[src/rtl/shrink_game_pkg.sv]
// Shared state encoding, default geometry and score constants for the shrinking-rectangle game.
// SHRINK_GAME_PAUSE_EN adds the PAUSE state and widens the state code to 3 bits.
package shrink_game_pkg;

`ifdef SHRINK_GAME_PAUSE_EN
  localparam int ST_W = 3;
`else
  localparam int ST_W = 2;
`endif

  typedef enum logic [ST_W-1:0] {
    ST_IDLE = 0,
    ST_RUN  = 1,
    ST_CALC = 2,
    ST_DONE = 3
`ifdef SHRINK_GAME_PAUSE_EN
    , ST_PAUSE = 4
`endif
  } state_t;

  localparam int INIT_HW_DEF      = 400;
  localparam int INIT_HH_DEF      = 300;
  localparam int MIN_HW_DEF       = 20;
  localparam int MIN_HH_DEF       = 15;
  localparam int SCORE_BASE_DEF   = 1000000;
  localparam int TIME_PENALTY_DEF = 1000;
  localparam int SCORE_GUARD      = 8;

  // Headroom so penalty plus areas cannot wrap before the clamp.
  function automatic int score_int_w(input int score_w);
    return score_w + SCORE_GUARD;
  endfunction

endpackage

[src/rtl/shrink_score_acc.sv]
// Channel-serial score: acc = penalty*sec^2 + sum(4*hw*hh), score = base - acc clamped at 0.
// done rises N_CH+1 cycles after start and holds with the score until clr or the next start.
module shrink_score_acc
  import shrink_game_pkg::*;
#(
  parameter int N_CH         = 1,
  parameter int DIM_W        = 11,
  parameter int SCORE_W      = 32,
  parameter int SCORE_BASE   = SCORE_BASE_DEF,
  parameter int TIME_PENALTY = TIME_PENALTY_DEF
) (
  input  logic                    clk,
  input  logic                    rst_n,
  input  logic                    clr,
  input  logic                    start,
  input  logic [7:0]              sec,
  input  logic [DIM_W*N_CH-1:0]   half_w,
  input  logic [DIM_W*N_CH-1:0]   half_h,
  output logic [SCORE_W-1:0]      score,
  output logic                    done
);

  localparam int ACC_W  = score_int_w(SCORE_W);
  localparam int AREA_W = 2*DIM_W + 2;
  localparam int IDX_W  = $clog2(N_CH + 1);
  localparam logic [ACC_W-1:0] BASE      = ACC_W'(SCORE_BASE);
  localparam logic [ACC_W-1:0] SCORE_MAX = ACC_W'((64'd1 << SCORE_W) - 64'd1);

  logic [ACC_W-1:0]  acc, penalty, diff;
  logic [ACC_W:0]    sum;
  logic [AREA_W-1:0] area;
  logic [IDX_W-1:0]  idx;
  logic              busy;
  logic [DIM_W-1:0]  cur_w, cur_h;

  always_comb begin
    cur_w = '0;
    cur_h = '0;
    for (int k = 0; k < N_CH; k++) begin
      if (int'(idx) == k) begin
        cur_w = half_w[k*DIM_W +: DIM_W];
        cur_h = half_h[k*DIM_W +: DIM_W];
      end
    end
    area    = (AREA_W'(cur_w) * AREA_W'(cur_h)) << 2;
    sum     = {1'b0, acc} + (ACC_W+1)'(area);
    penalty = ACC_W'(TIME_PENALTY) * ACC_W'(sec) * ACC_W'(sec);
    diff    = (acc >= BASE) ? '0 : BASE - acc;
  end

  always_ff @(posedge clk or negedge rst_n) begin
    if (!rst_n) begin
      acc <= '0; idx <= '0; busy <= 1'b0; done <= 1'b0; score <= '0;
    end else if (clr) begin
      acc <= '0; idx <= '0; busy <= 1'b0; done <= 1'b0; score <= '0;
    end else if (start) begin
      acc  <= penalty;
      idx  <= '0;
      busy <= 1'b1;
      done <= 1'b0;
    end else if (busy) begin
      if (int'(idx) == N_CH) begin
        score <= SCORE_W'((diff > SCORE_MAX) ? SCORE_MAX : diff);
        done  <= 1'b1;
        busy  <= 1'b0;
      end else begin
        acc <= sum[ACC_W] ? '1 : sum[ACC_W-1:0];
        idx <= idx + 1'b1;
      end
    end
  end

endmodule

[src/rtl/shrink_game_ctrl.sv]
// Game controller: N_CH shrinking rectangles, seconds timer with limit, run/stop FSM, score.
// Dims/o_tick appear one cycle after prescaler wrap; score valid N_CH+2 cycles after stop; no backpressure.
// SHRINK_GAME_PAUSE_EN adds i_pause and the PAUSE state (o_state becomes 3 bits).
module shrink_game_ctrl
  import shrink_game_pkg::*;
#(
  parameter int N_CH         = 1,
  parameter int DIM_W        = 11,
  parameter int SCORE_W      = 32,
  parameter int TICK_CYCLES  = 200000,
  parameter int SEC_CYCLES   = 40000000,
  parameter int TIME_LIMIT   = 30,
  parameter int INIT_HW      = INIT_HW_DEF,
  parameter int INIT_HH      = INIT_HH_DEF,
  parameter int MIN_HW       = MIN_HW_DEF,
  parameter int MIN_HH       = MIN_HH_DEF,
  parameter int SCORE_BASE   = SCORE_BASE_DEF,
  parameter int TIME_PENALTY = TIME_PENALTY_DEF
) (
  input  logic                  clk,
  input  logic                  rst_n,
  input  logic                  i_start,
  input  logic                  i_stop,
  input  logic                  i_restart,
`ifdef SHRINK_GAME_PAUSE_EN
  input  logic                  i_pause,
`endif
  input  logic [4*N_CH-1:0]     i_step_w,
  input  logic [4*N_CH-1:0]     i_step_h,
  output logic [DIM_W*N_CH-1:0] o_half_w,
  output logic [DIM_W*N_CH-1:0] o_half_h,
  output logic [ST_W-1:0]       o_state,
  output logic [7:0]            o_seconds,
  output logic                  o_tick,
  output logic [SCORE_W-1:0]    o_score,
  output logic                  o_score_valid
);

  localparam int TK_W = (TICK_CYCLES > 1) ? $clog2(TICK_CYCLES) : 1;
  localparam int SC_W = (SEC_CYCLES > 1) ? $clog2(SEC_CYCLES) : 1;
  localparam logic [TK_W-1:0]  TICK_LAST = TK_W'(TICK_CYCLES - 1);
  localparam logic [SC_W-1:0]  SEC_LAST  = SC_W'(SEC_CYCLES - 1);
  localparam logic [7:0]       LIMIT     = 8'(TIME_LIMIT);
  localparam logic [DIM_W-1:0] RLD_W = DIM_W'(INIT_HW);
  localparam logic [DIM_W-1:0] RLD_H = DIM_W'(INIT_HH);
  localparam logic [DIM_W-1:0] LO_W  = DIM_W'(MIN_HW);
  localparam logic [DIM_W-1:0] LO_H  = DIM_W'(MIN_HH);

  state_t             state;
  logic [DIM_W-1:0]   hw [N_CH];
  logic [DIM_W-1:0]   hh [N_CH];
  logic [TK_W-1:0]    tick_cnt;
  logic [SC_W-1:0]    sec_cnt;
  logic [7:0]         seconds, sec_nxt;
  logic               pause_req, in_pause, in_run, stop_req, advance;
  logic               tick_wrap, sec_wrap, limit_hit, go_calc, acc_start, acc_done;
  logic [SCORE_W-1:0] acc_score;

  function automatic logic [DIM_W-1:0] shrink(input logic [DIM_W-1:0] dim, input logic [3:0] step,
                                              input logic [DIM_W-1:0] rld, input logic [DIM_W-1:0] lo);
    if (dim <= lo) return rld;
    if (dim - lo <= DIM_W'(step)) return lo;
    return dim - DIM_W'(step);
  endfunction

`ifdef SHRINK_GAME_PAUSE_EN
  assign pause_req = i_pause;
  assign in_pause  = (state == ST_PAUSE);
`else
  assign pause_req = 1'b0;
  assign in_pause  = 1'b0;
`endif

  // A stop or pause in the wrap cycle suppresses that tick and second.
  always_comb begin
    in_run    = (state == ST_RUN);
    stop_req  = i_stop && (in_run || in_pause);
    advance   = in_run && !i_stop && !pause_req;
    tick_wrap = advance && (tick_cnt == TICK_LAST);
    sec_wrap  = advance && (sec_cnt == SEC_LAST);
    sec_nxt   = (sec_wrap && seconds < LIMIT) ? seconds + 8'd1 : seconds;
    limit_hit = advance && (sec_nxt >= LIMIT);
    go_calc   = stop_req || limit_hit;
    acc_start = go_calc && !i_restart;
  end

  always_ff @(posedge clk or negedge rst_n) begin
    if (!rst_n) begin
      state <= ST_IDLE; tick_cnt <= '0; sec_cnt <= '0; seconds <= '0;
      o_tick <= 1'b0; o_score <= '0; o_score_valid <= 1'b0;
      for (int k = 0; k < N_CH; k++) begin hw[k] <= RLD_W; hh[k] <= RLD_H; end
    end else if (i_restart) begin
      state <= ST_IDLE; tick_cnt <= '0; sec_cnt <= '0; seconds <= '0;
      o_tick <= 1'b0; o_score <= '0; o_score_valid <= 1'b0;
      for (int k = 0; k < N_CH; k++) begin hw[k] <= RLD_W; hh[k] <= RLD_H; end
    end else begin
      o_tick <= tick_wrap;
      if (advance) begin
        tick_cnt <= tick_wrap ? '0 : tick_cnt + 1'b1;
        sec_cnt  <= sec_wrap ? '0 : sec_cnt + 1'b1;
        seconds  <= sec_nxt;
        if (tick_wrap) begin
          for (int k = 0; k < N_CH; k++) begin
            hw[k] <= shrink(hw[k], i_step_w[4*k +: 4], RLD_W, LO_W);
            hh[k] <= shrink(hh[k], i_step_h[4*k +: 4], RLD_H, LO_H);
          end
        end
      end
      case (state)
        ST_IDLE: if (i_start) state <= ST_RUN;
        ST_RUN: begin
          if (go_calc) state <= ST_CALC;
`ifdef SHRINK_GAME_PAUSE_EN
          else if (pause_req) state <= ST_PAUSE;
`endif
        end
`ifdef SHRINK_GAME_PAUSE_EN
        ST_PAUSE: begin
          if (go_calc) state <= ST_CALC;
          else if (!i_pause) state <= ST_RUN;
        end
`endif
        ST_CALC: begin
          if (acc_done) begin
            state         <= ST_DONE;
            o_score       <= acc_score;
            o_score_valid <= 1'b1;
          end
        end
        ST_DONE: ;
        default: state <= ST_IDLE;
      endcase
    end
  end

  for (genvar k = 0; k < N_CH; k++) begin : g_dims
    assign o_half_w[k*DIM_W +: DIM_W] = hw[k];
    assign o_half_h[k*DIM_W +: DIM_W] = hh[k];
  end

  assign o_state   = state;
  assign o_seconds = seconds;

  // Seconds seen by the accumulator include an increment landing on the CALC edge.
  shrink_score_acc #(
    .N_CH(N_CH), .DIM_W(DIM_W), .SCORE_W(SCORE_W),
    .SCORE_BASE(SCORE_BASE), .TIME_PENALTY(TIME_PENALTY)
  ) u_acc (
    .clk(clk), .rst_n(rst_n), .clr(i_restart), .start(acc_start), .sec(sec_nxt),
    .half_w(o_half_w), .half_h(o_half_h), .score(acc_score), .done(acc_done)
  );

endmodule
[config.mk]
export PLATFORM = sky130hd
export DESIGN_NAME = shrink_game_ctrl
export DESIGN_NICKNAME = d
export VERILOG_FILES = /design/src/rtl/shrink_game_pkg.sv /design/src/rtl/shrink_score_acc.sv /design/src/rtl/shrink_game_ctrl.sv
export SDC_FILE = /design/constraint.sdc
export NUM_CORES = 1
export LEC_CHECK = 0
export ABC_AREA = 1
export CAP_MARGIN = 20
export CORE_MARGIN = 2
export CORE_UTILIZATION = 46
export DETAILED_ROUTE_END_ITERATION = 10
export GPL_ROUTABILITY_DRIVEN = 0
export GPL_TIMING_DRIVEN = 0
export PLACE_DENSITY_LB_ADDON = 0.05
export RECOVER_POWER = 25
export SETUP_SLACK_MARGIN = 0.15
export SYNTH_ARGS = -nofsm -noshare
export SYNTH_HDL_FRONTEND = slang
export SYNTH_SLANG_ARGS = --single-unit
export TNS_END_PERCENT = 5
[constraint.sdc]
create_clock -name clk -period 8.95 [get_ports clk]
set_input_delay 0.895 -clock clk [delete_from_list [all_inputs] [get_ports clk]]
set_output_delay 0.895 -clock clk [all_outputs]
set_load 0.05 [all_outputs]
==> run metrics, run 1 <==
run status=complete, but fails checks; failing checks=max-capacitance violations, max-slew violations; total DRC errors in the routed layout=0; Crit Reg-Reg Endpoint=u_acc.acc[23]; final worst path period need=8920 ps; total via count after detailed routing=about 19k; commonest non-fill, non-tap cells in the layout=583 x nand2_1, 460 x inv_1, 320 x nor2_1; start of the worst register-to-register path=o_state[1]; largest net degree at the start of global routing=between 90 and 100; type of origin of the critical path=register; unrepaired setup endpoints after global routing=yes; transition time of the tightest slew-check pin=4870 ps; Routed Wire Length=approximately 60,000 um; aggregate global routing overflow=0; Initial Utilization=a little under half; deepest level of the CTS H-tree=4; number of placed instances with taps included=between 3k and 4k; Vert. Die Dim=around 220 um; clock insertion delay at the later pin of the skew report=between 400 and 500 ps; min-delay worst type=register to register; IO buf count=77; cell-internal power=between 1.5 and 2 mW; hold_ws=481 ps; Clock Tree Buf Depth=2; count of inserted antenna diode cells=0; Clock Tree Root=clkbuf_16; Required @ worst endpoint=roughly 9300 ps; overall die area=~47,000 um^2; CTS clk-pin slew, worst paths=70 ps; Slowest cell on crit path=fa_1; count of synthesis-stage warnings from yosys=0; max-cap viol count=2; most used flip-flop cell after synthesis=dfrtp_1; Worst Hold Path Cells=2; minimum setup slack among reg-to-reg paths=30 ps; Combinational Power Share=42.1%; net switching component of the power=around 1.3 mW; number of endpoints failing setup at the final stage=0; # hold bufs at CTS=0; Pwr per Cell Area=123 nW/um^2; dominant cells by area after synthesis=dfrtp_1 21%, fa_1 18%, ha_1 12%; ratio of final minimum period to clock period=99.7%; DR pass1 iterations=5; Setup TNS=0 ps; Post-Place Worst Slack=-1910 ps; mean instance size in the synthesized netlist=7.51 um^2; CTS buffer count=17; Hold Crit Start=o_score[11]; top-level I/O count=79; total track usage=about 27%; area share of the largest cell type after synthesis=roughly a fifth; floorplan die width=roughly 220 um; delay of the slowest critical-path stage=around 540 ps; EDFF count, synth=0; CP Max Fanout=10; Fin Clk Skew=18.1 ps; global-route wire length before repair=101,000 um; share of async-settable or async-resettable flops after synthesis=100%; switching portion of total power=a little over two fifths; Synthesized Nets=3,160; Arrival @ worst endpoint=slightly above 9000 ps; routed wirelength normalized by instance count=between 15 and 20 um; vias in the first global route=19.2k; Worst Setup Path Type=register to register; number of hold-slack violations in the final timing report=0; antenna viol nets, final=0; number of antenna violations at the first check in global routing=0; post-synth design cell area=roughly 21,000 um^2; Gate Count Post-Synth=approximately 2.8k; number of cells traversed by the worst register-to-register path=46; fraction of power consumed by sequential logic=32.1%; minimum setup slack in the final design=31.1 ps; capturing element type of the critical path=register; Core Box Area=~44,000 um^2; number of flip-flops and latches in the synthesized netlist=~180; fraction of layout cells with a size suffix above 1=~9.2%; Max Transition Viols Final=187; FP Rows=between 70 and 80; net total in the final layout=~3.3k; Relative slew margins=-224%; Pleak=about 12 nW; post-synth top area cell=dfrtp_1; post-synth cell types=between 50 and 60; proportion of power drawn by the clock network=25.8%; mean number of vias per cell=between 5 and 6; initial detailed-routing violation count=around 1.5k; hold worst-path end=o_score[11]; highest ir drop seen on vdd=around 0.15 mV; Final Instance Count excl. Fillers=around 3.5k; most common cell after layout, fill and taps aside=nand2_1; area growth from synthesis to final layout=15.7%; number of clock sinks=184; part of the Yosys area used for sequential elements=between 20% and 30%; achievable clock frequency=roughly 110 MHz; Detailed Place HPWL=between 40,000 and 50,000 um; TritonCTS clock tree=done
cells in the mapped netlist (6+ instances only):
library cell	instances
a21oi_1	123
a31oi_1	7
buf_2	9
buf_4	6
clkbuf_1	42
clkinv_1	6
dfrtp_1	177
dfstp_2	7
fa_1	182
ha_1	194
inv_1	478
nand2_1	602
nand3_1	131
nand4_1	36
nor2_1	334
nor3_1	52
nor4_1	19
o211ai_1	14
o21ai_0	117
o21ai_2	11
o21bai_1	11
o22ai_1	23
or2_2	8
xnor2_1	27
xor2_1	92
critical path, delay by kind of cell (launching register included):
kind	cells	cell delay, ps
adders and majority gates	11	4590
and+or+nand+nor	15	1730
buffers and inverters	14	1170
AOI/OAI and AO/OA	5	740
DFF	1	420
xor gates and xnor gates	1	160
power by group through the flow:
stage,registers [mW],logic [mW],clock network (mW)
floorplan,0.972,0.820,0
global placement,0.966,1.18,0
detailed placement,0.966,1.19,0
CTS,0.948,1.22,0.791
global route,0.956,1.39,0.816
finish,0.952,1.25,0.767
kinds of logic (layout without fill, tap and decap cells):
kind of cell,count (synthesis),after routing,share of synthesized area (%)
compound gates,337,337,9.19
xor+xnor,119,119,5.01
fa+ha+maj,376,376,29.2
buf+inv,549,719,10.2
flops,184,184,22.2
simple gates,1206,1206,24.3
layout make-up:
class	count	area, um^2
tap	592	741
sequential	184	4620
timing repair buffer	138	1260
clock inverter	13	150
buffer	62	339
inverter	487	1870
multi-input combinational	2038	14700
fill	4310	20300
clock buffer	19	433
worst max-delay path by stage:
stage / to / startpoint / slack (ps) / depth (start not counted)
floorplan: u_acc.acc[22] / o_state[1] / 160 / 46
global placement: u_acc.acc[23] / i_stop / -1760 / 40
detailed placement: u_acc.acc[23] / i_stop / -1910 / 40
CTS: u_acc.acc[22] / sec_cnt[1] / 40 / 44
global route: u_acc.acc[23] / o_state[1] / -300 / 47
finish: u_acc.acc[23] / o_state[1] / 30 / 46
per-layer routing:
| layer | vias to the layer above | share of wire, % | track usage, % |
|---|---|---|---|
| met3 | 94 | 5.7 | 4.18 |
| met4 | 0 | 2.6 | 8.29 |
| met2 | 546 | 46 | 44.0 |
| li1 | 9060 | - | - |
| met1 | 9152 | 46 | 37.2 |
| met5 | - | 0 | 0 |
sequential cells by signal (all words and copies together), names as in the netlist:
register	flops
o_half_w	11
u_acc.acc	39
u_acc.done	1
o_seconds	8
o_state	2
u_acc.idx	1
u_acc.score	32
tick_cnt	18
o_score	32
sec_cnt	26
o_tick	1
u_acc.busy	1
o_score_valid	1
o_half_h	11
through the flow:
step                      utilization (%)  area [um^2]  power (mW)
after floorplan                         -        20800        1.79
after global placement               50.3        22400        2.15
after detailed placement             50.4        22400        2.15
after CTS                            53.6        23800        2.96
after global routing                 54.2        24100        3.17
final                                54.2        24100        2.97
what timing repair did:
| item | 4_1_cts | 5_1_grt |
|---|---|---|
| gates resized for setup | 88 | 75 |
| endpoints found under the setup margin | 14 | 23 |
| pin swaps | 61 | 52 |
| buffers inserted | 53 | 7 |
| endpoints found under the hold margin | 0 | 0 |
Power figures use the tool's default switching activity.
==> run 2, diff against run 1 <==
--- a/config.mk
+++ b/config.mk
@@ -15,6 +15,7 @@
 export PLACE_DENSITY_LB_ADDON = 0.05
 export RECOVER_POWER = 25
 export SETUP_SLACK_MARGIN = 0.15
+export SKIP_CTS_REPAIR_TIMING = 1
 export SYNTH_ARGS = -nofsm -noshare
 export SYNTH_HDL_FRONTEND = slang
 export SYNTH_SLANG_ARGS = --single-unit
==> run metrics, run 2 (same netlist as run 1, synthesis figures left out) <==
TritonCTS clock tree=done; Core Box Area=~44,000 um^2; cell depth of the worst setup path=around 40; achievable clock frequency=108 MHz; Vert. Die Dim=approximately 220 um; number of hold-slack violations in the final timing report=0; largest net degree at the start of global routing=95; Fin Clk Skew=about 17 ps; delay of the slowest critical-path stage=between 500 and 600 ps; routed wirelength normalized by instance count=17.1 um; number of endpoints failing setup at the final stage=6; IO buf count=77; minimum setup slack in the final design=-284 ps; Routed Wire Length=60,600 um; Max Transition Viols Final=roughly 190; commonest non-fill, non-tap cells in the layout=585 x nand2_1, 464 x inv_1, 324 x nor2_1; total via count after detailed routing=about 19k; Detailed Place HPWL=approximately 48,000 um; Final Instance Count excl. Fillers=about 3.5k; CP delay by family, top=adder cells; aggregate global routing overflow=0; most common cell after layout, fill and taps aside=nand2_1; Arrival @ worst endpoint=about 9600 ps; area growth from synthesis to final layout=15.5%; initial detailed-routing violation count=1,427; net total in the final layout=between 3k and 4k; capturing element type of the critical path=register; number of antenna violations at the first check in global routing=0; FP Rows=77; Worst Setup Path Type=primary input to register; Required @ worst endpoint=between 9000 and 10,000 ps; overall die area=between 40,000 and 50,000 um^2; ratio of final minimum period to clock period=103%; number of clock sinks=about 180; min-delay worst type=register to register; unrepaired setup endpoints after global routing=yes; Pwr per Cell Area=roughly 120 nW/um^2; Clock Tree Buf Depth=2; floorplan die width=between 200 and 250 um; DR pass1 iterations=7; CTS buffer count=17; deepest level of the CTS H-tree=4; Top Registers=u_acc.acc x39, o_score x32, u_acc.score x32; vias in the first global route=between 15k and 20k; total DRC errors in the routed layout=0; transition time of the tightest slew-check pin=about 4800 ps; Relative slew margins=-222%; largest reg by FF count=u_acc.acc; max-cap viol count=2; antenna viol nets, final=0; global-route wire length before repair=about 100,000 um; count of inserted antenna diode cells=0; most frequent CP cell=fa_1; top-level I/O count=slightly below 80; mean number of vias per cell=5.30; hold_ws=about 480 ps; CTS clk-pin slew, worst paths=70 ps; Pleak=between 10 and 15 nW; Post-DP Area=around 22,000 um^2; total track usage=a little over a quarter; Worst Hold Path Cells=2; CP Max Fanout=6; highest ir drop seen on vdd=0.153 mV; number of cells traversed by the worst register-to-register path=44; Final Util=54.1%; Clock Tree Root=clkbuf_16; final worst path period need=just over 9000 ps; clock insertion delay at the later pin of the skew report=490 ps; Slowest cell on crit path=fa_1; run status=complete, but fails checks; fraction of layout cells with a size suffix above 1=between 8 and 9%; Initial Utilization=between 40 and 50%; failing checks=max-capacitance violations, max-slew violations, negative setup slack; flip-flop count of the largest register after layout=39; total buffers and inverters traversed by the critical path=10; Post-Layout Inst Area=approximately 24,000 um^2; type of origin of the critical path=primary input; number of placed instances with taps included=3,441
[run 2: layer usage]
layer	wire (um)	up-vias	GRT usage (%)
li1	-	9058	-
met3	3310	81	3.87
met5	0	-	0
met4	1370	0	7.99
met1	27700	9055	36.7
met2	28200	536	42.8
[run 2: cell type report]
class	instances	area, um^2
buffer	62	319
multi-input combinational	2038	14700
timing repair buffer	137	1240
clock buffer	19	433
tap	592	741
inverter	487	1850
clock inverter	13	150
fill	4332	20400
sequential	184	4620
[run 2: where the power goes]
group          leakage, nW  internal (mW)  switching, mW
logic                 9.21          0.404          0.817
clock network        0.280          0.374          0.392
registers             2.51          0.884         0.0677
total                 12.0           1.66           1.28
[run 2: worst min-delay path, stage by stage, from the launching register on]
cell,delay (ps)
dfrtp_1,350
nand2_1,50
nand2_1,50
[run 2: through the flow]
step                power (mW)  setup WS, ps  TNS, ps
floorplan                 1.79           159        0
global placement          2.15         -1760  -175480
detailed placement        2.15         -1910   -19250
CTS                       2.94         -1400   -11710
global route              3.14          -657    -4670
finish                    2.94          -284    -1060
[run 2: final timing paths]
kind	start	slack, ps	end
setup / recovery	i_stop	-280	u_acc.acc[23]
hold / removal	o_score[11]	480	o_score[11]
setup reg to reg	o_state[1]	-230	u_acc.acc[23]
hold reg to reg	o_score[11]	480	o_score[11]
max in group asynchronous	rst_n	2550	u_acc.acc[26]
min in group asynchronous	rst_n	2130	o_score[24]
==> run 3, diff against run 2 <==
--- a/config.mk
+++ b/config.mk
@@ -10,7 +10,6 @@
 export CORE_MARGIN = 2
 export CORE_UTILIZATION = 46
 export DETAILED_ROUTE_END_ITERATION = 10
-export GPL_ROUTABILITY_DRIVEN = 0
 export GPL_TIMING_DRIVEN = 0
 export PLACE_DENSITY_LB_ADDON = 0.05
 export RECOVER_POWER = 25
==> run metrics, run 3 (same netlist as run 1, synthesis figures left out) <==
run status=complete, but fails checks; failing checks=max-capacitance violations, max-slew violations, negative setup slack; fraction of power consumed by sequential logic=roughly a third; number of clock sinks=between 150 and 200; Pleak=approximately 12 nW; transition time of the tightest slew-check pin=approximately 5300 ps; CTS buffer count=17; switching portion of total power=a little over two fifths; grt peak-use layer=met2; aggregate global routing overflow=0; Clock Tree Buf Depth=2; number of hold-slack violations in the final timing report=0; Core Box Area=around 44,000 um^2; number of cells traversed by the worst register-to-register path=44; launching element of the worst setup path=sec_cnt[1]; net total in the final layout=around 3.3k; total DRC errors in the routed layout=0; Relative slew margins=-256%; CP Max Fanout=5; largest net degree at the start of global routing=100; type of origin of the critical path=register; floorplan die width=between 200 and 250 um; min-delay worst type=register to register; fraction of layout cells with a size suffix above 1=around a tenth; clock insertion delay at the later pin of the skew report=490 ps; FP Rows=slightly below 80; met1 global-route usage=38.0%; commonest non-fill, non-tap cells in the layout=578 x nand2_1, 461 x inv_1, 322 x nor2_1; Slowest cell on crit path=fa_1; start of the worst register-to-register path=sec_cnt[1]; Required @ worst endpoint=about 9300 ps; most frequent CP cell=fa_1; total buffers and inverters traversed by the critical path=8; Post-Place Worst Slack=-1800 ps; Arrival @ worst endpoint=approximately 9500 ps; top-level I/O count=roughly 80; Pwr per Cell Area=about 120 nW/um^2; minimum setup slack in the final design=-112 ps; Hold Crit Start=o_score[9]; Top Registers=u_acc.acc x39, o_score x32, u_acc.score x32; vias in the first global route=approximately 19k; flip-flop count of the largest register after layout=39; most common cell after layout, fill and taps aside=nand2_1; Fin Clk Skew=roughly 13 ps; GRT met3 Usage=between 3 and 4%; achievable clock frequency=between 100 and 150 MHz; proportion of power drawn by the clock network=27.2%; largest reg by FF count=u_acc.acc; Worst Hold Path Cells=2; area growth from synthesis to final layout=16.2%; Max Transition Viols Final=187; Routability Congestion=between 0.9 and 1; Routed Wire Length=slightly above 60,000 um; minimum setup slack among reg-to-reg paths=-110 ps; number of antenna violations at the first check in global routing=2; cell-internal power=between 1.5 and 2 mW; number of endpoints failing setup at the final stage=6; total via count after detailed routing=about 19k; Detailed Place HPWL=slightly below 50,000 um; IO buf count=between 70 and 80; CTS clk-pin slew, worst paths=about 80 ps; unrepaired setup endpoints after global routing=yes; overall die area=roughly 47,000 um^2; delay of the slowest critical-path stage=~570 ps; final worst path period need=9060 ps; Combinational Power Share=about two fifths; Initial Utilization=a little under half; total track usage=a little over a quarter; Worst Setup Path Type=register to register; total power draw=between 2 and 3 mW; ratio of final minimum period to clock period=101%; DR pass1 iterations=8; net switching component of the power=1.28 mW; antenna viol nets, final=0; TritonCTS clock tree=done; highest ir drop seen on vdd=around 0.17 mV; cell depth of the worst setup path=44; met2 track demand over resource=between 40% and 50%; initial detailed-routing violation count=1,456; count of inserted antenna diode cells=0; routed wirelength normalized by instance count=between 15 and 20 um; global-route wire length before repair=roughly 100,000 um; Vert. Die Dim=217 um; Clock Tree Root=clkbuf_16; CP delay by family, top=adder cells; max-cap viol count=2; capturing element type of the critical path=register; deepest level of the CTS H-tree=4; mean number of vias per cell=approximately 5.4
[run 3: layout make-up]
| class | instances | area (um^2) |
|---|---|---|
| multi-input cells | 2038 | 14800 |
| clock inverters | 15 | 204 |
| well taps | 592 | 741 |
| inverters | 487 | 1850 |
| fillers | 4376 | 20200 |
| plain buffers | 62 | 325 |
| repair buffers | 137 | 1230 |
| flip-flops and latches | 184 | 4620 |
| clock buffers | 17 | 425 |
[run 3: routing by layer]
metal / wire length [um] / share of wire (%) / up-vias
met5: 13 / 0.021 / -
met4: 1570 / 2.6 / 2
met3: 3630 / 5.9 / 92
met2: 28400 / 46 / 596
met1: 27800 / 45 / 9176
li1: - / - / 9072
[run 3: final timing paths]
path / end
max in group asynchronous: u_acc.acc[21]
worst max register to register: u_acc.acc[22]
worst min register to register: o_score[9]
worst max-delay path: u_acc.acc[22]
min in group asynchronous: o_score[30]
worst min-delay path: o_score[9]
[run 3: worst reg2reg max path, delay by kind of cell, from the launching register on]
family / cells / cell delay [ps]
adders and majority gates: 11 / 4780
and+or+nand+nor: 15 / 1680
AOI/OAI and AO/OA: 8 / 1120
buffers and inverters: 8 / 590
xor gates and xnor gates: 2 / 410
DFF: 1 / 400
[run 3: per-stage QoR]
step	instance area [um^2]	instances	util, %	setup TNS [ps]	hold WS (ps)
5_1_grt	24200	3532	54.4	-3600	508
6_report	24200	3532	54.4	-356	482
3_3_place_gp	22400	3440	50.3	-177130	464
4_1_cts	23000	3473	51.8	-11300	439
2_1_floorplan	20800	2771	-	0	454
3_5_place_dp	22400	3441	50.4	-18470	466
[run 3: power groups by stage]
stage                     Clock, mW  Combinational [mW]  Sequential [mW]
after floorplan                   0               0.820            0.972
after CTS                     0.831                1.19            0.952
after global routing          0.855                1.34            0.961
final                         0.805                1.20            0.956
after global placement            0                1.18            0.969
after detailed placement          0                1.18            0.969
